File: src/rtl/pc_sequencer_pkg.sv
// Shared types and constants for the program sequencer.
package pc_sequencer_pkg;

  // Raw state encodings, kept as plain constants so legacy code can still
  // compare against them; the enum below takes these values.
  localparam logic [2:0] ST_IDLE  = 3'd0;
  localparam logic [2:0] ST_ARMED = 3'd1;
  localparam logic [2:0] ST_RUN   = 3'd2;
  localparam logic [2:0] ST_MEM   = 3'd3;
  localparam logic [2:0] ST_HALT  = 3'd4;

  typedef enum logic [2:0] {
    S_IDLE  = ST_IDLE,
    S_ARMED = ST_ARMED,
    S_RUN   = ST_RUN,
    S_MEM   = ST_MEM,
    S_HALT  = ST_HALT
  } seq_state_t;

  // Next-PC source selected by the FSM.
  typedef enum logic [1:0] {
    PC_HOLD   = 2'd0,
    PC_INC    = 2'd1,
    PC_OFFSET = 2'd2,
    PC_LOAD   = 2'd3
  } pc_sel_t;

  // Program entry points, indexed by prog_sel.
  localparam int unsigned START_ADDR [4] = '{0, 128, 256, 384};

  // Entry address for a given program select.
  function automatic int unsigned entry_addr(input logic [1:0] sel);
    return START_ADDR[sel];
  endfunction

endpackage

File: src/rtl/pc_sequencer_pc_next.sv
// Combinational next-PC mux: hold, increment, signed offset, or entry load.
// All arithmetic wraps modulo 2^T.
module pc_sequencer_pc_next
  import pc_sequencer_pkg::*;
#(
  parameter int T = 10,
  parameter int W = 8
) (
  input  logic [T-1:0] pc,
  input  logic [T-1:0] entry,
  input  logic [W-1:0] offset,
  input  pc_sel_t      sel,
  output logic [T-1:0] pc_next,
  output logic [T-1:0] pc_p1
);

  logic [T-1:0] offset_ext;

  // Sign-extend the branch offset to PC width (assumes T > W).
  always_comb begin
    offset_ext = {{(T-W){offset[W-1]}}, offset};
  end

  // Select the next PC; carries out of bit T-1 are dropped, giving the wrap.
  always_comb begin
    pc_p1 = pc + T'(1);
    case (sel)
      PC_INC:    pc_next = pc_p1;
      PC_OFFSET: pc_next = pc + offset_ext;
      PC_LOAD:   pc_next = entry;
      default:   pc_next = pc;
    endcase
  end

endmodule

File: src/rtl/pc_sequencer.sv
// Program sequencer: PC ownership, Start/Done handshake, branch resolution
// and the one-cycle stall for synchronous data-memory reads.
//
//   state | meaning
//   ------+------------------------------------------------------------
//   IDLE  | out of reset, waiting for Start
//   ARMED | entry address loaded, waiting for Start to drop
//   RUN   | executing one instruction per cycle
//   MEM   | second cycle of LDW; load write-back commits here
//   HALT  | program finished, Done asserted, waiting for next Start
module pc_sequencer
  import pc_sequencer_pkg::*;
#(
  parameter int T = 10,
  parameter int W = 8
) (
  input  logic         clk,
  input  logic         rst_n,
  input  logic         Start,
  input  logic [1:0]   prog_sel,
  input  logic         Done_in,
  input  logic         BranchEZ,
  input  logic         BranchNZ,
  input  logic         BranchAlways,
  input  logic         mem_read,
  input  logic         acc_zero,
  input  logic [W-1:0] RegOutA,
  output logic [T-1:0] ProgCtr,
  output logic [T-1:0] ProgCtr_p1,
  output logic         commit_en,
  output logic         Done,
  output logic         busy
);

  seq_state_t   state_q, state_d;
  logic [T-1:0] pc_q, pc_d;
  logic         done_q, done_d;
  logic [T-1:0] entry;
  logic         taken;
  pc_sel_t      pc_sel;

  // Branch condition and entry address for the current prog_sel.
  always_comb begin
    taken = BranchAlways | (BranchEZ & acc_zero) | (BranchNZ & ~acc_zero);
    entry = T'(entry_addr(prog_sel));
  end

  pc_sequencer_pc_next #(
    .T (T),
    .W (W)
  ) u_pc_next (
    .pc      (pc_q),
    .entry   (entry),
    .offset  (RegOutA),
    .sel     (pc_sel),
    .pc_next (pc_d),
    .pc_p1   (ProgCtr_p1)
  );

  // FSM next-state, PC source and commit qualification.
  // Start always wins so an abort never lets the current instruction commit.
  always_comb begin
    state_d   = state_q;
    done_d    = done_q;
    pc_sel    = PC_HOLD;
    commit_en = 1'b0;
    case (state_q)
      S_IDLE: begin
        if (Start) begin
          pc_sel  = PC_LOAD;
          state_d = S_ARMED;
        end
      end
      S_ARMED: begin
        if (Start) begin
          pc_sel = PC_LOAD;
        end else begin
          state_d = S_RUN;
        end
      end
      S_RUN: begin
        if (Start) begin
          pc_sel  = PC_LOAD;
          state_d = S_ARMED;
        end else if (Done_in) begin
          done_d  = 1'b1;
          state_d = S_HALT;
        end else if (mem_read) begin
          state_d = S_MEM;
        end else begin
          commit_en = 1'b1;
          pc_sel    = taken ? PC_OFFSET : PC_INC;
        end
      end
      S_MEM: begin
        if (Start) begin
          pc_sel  = PC_LOAD;
          state_d = S_ARMED;
        end else begin
          commit_en = 1'b1;
          pc_sel    = PC_INC;
          state_d   = S_RUN;
        end
      end
      S_HALT: begin
        if (Start) begin
          pc_sel  = PC_LOAD;
          done_d  = 1'b0;
          state_d = S_ARMED;
        end
      end
      default: begin
        state_d = S_IDLE;
        done_d  = 1'b0;
      end
    endcase
  end

  // State, PC and Done registers; reset clears everything immediately.
  always_ff @(posedge clk or negedge rst_n) begin
    if (!rst_n) begin
      state_q <= S_IDLE;
      pc_q    <= '0;
      done_q  <= 1'b0;
    end else begin
      state_q <= state_d;
      pc_q    <= pc_d;
      done_q  <= done_d;
    end
  end

  // Output views of the registered state.
  always_comb begin
    ProgCtr = pc_q;
    Done    = done_q;
    busy    = (state_q == S_RUN) || (state_q == S_MEM);
  end

endmodule

File: config.mk
export PLATFORM = sky130hd
export DESIGN_NAME = pc_sequencer
export DESIGN_NICKNAME = d
export VERILOG_FILES = /design/src/rtl/pc_sequencer_pkg.sv /design/src/rtl/pc_sequencer_pc_next.sv /design/src/rtl/pc_sequencer.sv
export SDC_FILE = /design/constraint.sdc
export NUM_CORES = 1
export LEC_CHECK = 0
export ABC_AREA = 1
export CAP_MARGIN = 25
export CORE_MARGIN = 2
export CORE_UTILIZATION = 30
export CTS_CLUSTER_DIAMETER = 120
export CTS_CLUSTER_SIZE = 20
export DETAILED_ROUTE_END_ITERATION = 6
export SKIP_CTS_REPAIR_TIMING = 1
export SLEW_MARGIN = 10
export SYNTH_ARGS = -nofsm -noshare
export SYNTH_HDL_FRONTEND = slang
export SYNTH_SLANG_ARGS = --single-unit
File: constraint.sdc
create_clock -name clk -period 4.5 [get_ports clk]
set_input_delay 0.9 -clock clk [delete_from_list [all_inputs] [get_ports clk]]
set_output_delay 0.9 -clock clk [all_outputs]
set_load 0.005 [all_outputs]
==> flow_metrics.py <==
metrics = {
    "timing": {
        "final_hold_viol_count": 0,
        "finClkSkew_ps": 1.848,
        "finalSetupViolations": 0,
        "max_freq_mhz": 298.9,
        "period_needed_ps": 3345,
        "drv_slew": 0,
        "relSlewSlack_pct": 52.13,
        "worst_pin_slew_ps": 715.8,
        "min_period_over_period_pct": 74.34,
        "finalSetupTns_ps": 0,
        "grt_setup_unrepaired": "no",
    },
    "drt": {
        "routed_wl_um": 3654,
        "detail-route-antenna-nets": 0,
        "drt-vias-per-instance": 4.794,
        "wl_met3_um": 173,
        "wl_per_cell_um": 11.75,
        "drtPass1Iterations": 4,
        "drc": 0,
        "drtIter0Drc": 52,
        "vias": 1491,
        "drt-met1-wl_um": 1747,
        "routed.top_layer": "met4",
        "route.met2.wl_um": 1711,
    },
    "run_status": {
        "outcome": "completed",
    },
    "worst_setup_path": {
        "max_stage_delay_ps": 520,
        "cp_slowest_cell": "clkdlybuf4s50_1",
        "crit_top_cell": "clkdlybuf4s50_1",
        "cp_max_fo": 3,
        "arrival_ps": 2450,
        "crit_family": "buffers and inverters",
        "cp_cell_sequence": "clkdlybuf4s50_1 -> nor4_1 -> inv_1 -> o21ai_0 -> clkdlybuf4s50_1",
        "critPathLaunchType": "input pin",
        "required_ps": 3600,
        "cp_num_buf_inv": 3,
        "crit_type": "in2out",
        "endpoint_kind": "output pin",
    },
    "synthesis": {
        "synth.avg_cell_area_sq_um": 6.695,
        "synth_top_area_cell": "dfrtp_1",
        "synthCells": 214,
        "syn_area_sq_um": 1433,
        "ys_seq_area_share_pct": 24.45,
        "ys_warn_count": 0,
        "yosysTopAreaCellShare_pct": 24.45,
        "ys_seq_elements": 14,
        "yosys-top-cells-area": "dfrtp_1 (24%), nand2_1 (16%), ha_1 (8.7%)",
        "synth_cell_type_count": 28,
        "syn_nets": 244,
    },
    "grt": {
        "grt-ovfl-total": 0,
        "grt_use_total_pct": 14.60,
        "grt_max_degree": 15,
        "grt_pass1_wl_um": 6251,
        "antenna_found_initial": 0,
        "grt_pass1_vias": 1449,
    },
    "die": {
        "ios": 42,
        "die_w_um": 73.11,
        "fp.dieArea_sq_um": 5344,
        "die_h_um": 73.11,
        "coreArea_sq_um": 4661,
        "start_util_pct": 30.74,
        "num_rows": 25,
    },
    "cts": {
        "clkSinkCount": 14,
        "htree_levels": 1,
        "cts_made_buffers": 3,
        "clk_pin_slew_ps": 60,
        "clockRootBuffer": "clkbuf_8",
        "clockBufferDepth": 2,
        "clkLatencyLatePin_ps": 240,
        "cts_tree": "done",
    },
    "place": {
        "dpl-instance-area_sq_um": 1892,
        "place_hpwl_um": 2852,
        "io_buffers": 41,
        "gp_congestion": 0.8851,
    },
    "layout": {
        "area_growth_pct": 35.90,
        "fin_area_sq_um": 1947,
        "antenna_cells": 0,
        "final_nets": 288,
        "layout-drive-gt1-share_pct": 6.615,
    },
    "power": {
        "p_int_uw": 641.5,
        "combinationalPowerShare_pct": 65.3,
        "power_frac_clock_pct": 10.9,
        "ir_drop_mv": 0.2400,
        "p_per_area_nw_per_um2": 593.6,
        "leakage_uw": 0.0009508,
        "power_switching_uw": 514.2,
        "seqPwrFrac_pct": 23.9,
        "sw_frac_of_total_pct": 44.50,
    },
    "flow_run": {
        "cap_violations": 0,
    },
    "hold_path": {
        "min_path_type": "reg2reg",
    },
}
[synthesized netlist by cell type (all sizes together)]
cell type and number:
o211ai 1, inv 30, nand4 3, o21ai 14, a211oi 1, xnor2 2
o2111ai 1, buf 2, nor2 24, a21oi 16, nand3 15, xor2 9
nand2 66, ha 10, nor4 1, dfrtp 14, nand3b 3, fa 1
or2 1
[final timing paths]
kind / start / to / slack, ps / cells after the start
setup / recovery: Done_in / commit_en / 1150 / 5
hold / removal: Done$_DFFE_PN0P_ / Done$_DFFE_PN0P_ / 540 / 2
setup reg to reg: ProgCtr[0]$_DFFE_PN0P_ / ProgCtr[8]$_DFFE_PN0P_ / 2580 / 12
hold reg to reg: Done$_DFFE_PN0P_ / Done$_DFFE_PN0P_ / 540 / 2
max in group asynchronous: rst_n / ProgCtr[6]$_DFFE_PN0P_ / 2970 / 1
min in group asynchronous: rst_n / state_q[2]$_DFFE_PN0P_ / 1080 / 1
[final cells by class]
| cell class | instances | area, sq um |
|---|---|---|
| Clock buffer | 4 | 55.05 |
| Fill cell | 489 | 2714 |
| Inverter | 30 | 112.6 |
| Multi-Input combinational cell | 168 | 950.9 |
| Sequential cell | 14 | 350.3 |
| Tap cell | 54 | 67.56 |
| Timing Repair Buffer | 41 | 410.4 |
[through the flow]
step                      utilization (%)  instances  hold WS (ps)  worst slack, ps  power (uW)
final                               41.77        311         537.1             1155        1156
after global routing                41.77        311         575.4            978.4        1285
after CTS                           41.77        311         541.7             1146        1168
after detailed placement            40.59        307         523.0             1162        1034
after global placement              40.59        307         515.2             1161        1032
after floorplan                         -        214         508.4             2212       705.7
[power by group through the flow]
| stage | logic (uW) | registers [uW] | clock network [uW] |
|---|---|---|---|
| final | 754 | 276 | 126 |
| after global routing | 863 | 287 | 135 |
| after CTS | 763 | 276 | 129 |
| after detailed placement | 756 | 278 | 0 |
| after global placement | 756 | 276 | 0 |
| after floorplan | 449 | 257 | 0 |
[sequential cells by signal, summed over array words and instances, names as in the netlist]
name / flops
ProgCtr: 10
Done: 1
state_q: 3
[cell usage in the layout (no fill, tap or decap)]
cell type,instances
a211oi_1,1
a21oi_1,16
clkbuf_8,4
clkdlybuf4s50_1,41
dfrtp_1,14
fa_1,1
ha_1,10
inv_1,29
inv_2,1
nand2_1,61
nand2_2,2
nand2_4,3
nand3_1,13
nand3_2,2
nand3b_1,3
nand4_1,3
nor2_1,22
nor2_4,1
nor2_8,1
nor4_1,1
o2111ai_1,1
o211ai_1,1
o21ai_0,11
o21ai_1,1
o21ai_2,2
or2_2,1
xnor2_1,2
xor2_1,9
[tightest hold or removal path: cells and delay by family (launching register included)]
family | cells | cell delay, ps
simple gates | 1 | 60
compound gates | 1 | 90
flops | 1 | 350
[logic make-up (layout without fill, tap and decap cells)]
logic type,after synthesis,in the layout,share of synthesized area (%)
adders and majority gates,11,11,10.13
xor gates and xnor gates,11,11,6.725
AOI/OAI and AO/OA,33,33,12.66
and+or+nand+nor,113,113,36.86
buffers and inverters,32,75,9.170
DFF,14,14,24.45
[metal layers]
| layer | track usage (%) | vias to the layer above |
|---|---|---|
| met2 | 25.23 | 30 |
| met1 | 19.09 | 682 |
| met5 | 0 | - |
| li1 | - | 775 |
| met4 | 3.292 | 0 |
| met3 | 2.210 | 4 |
(Power assumes the default switching activity.)
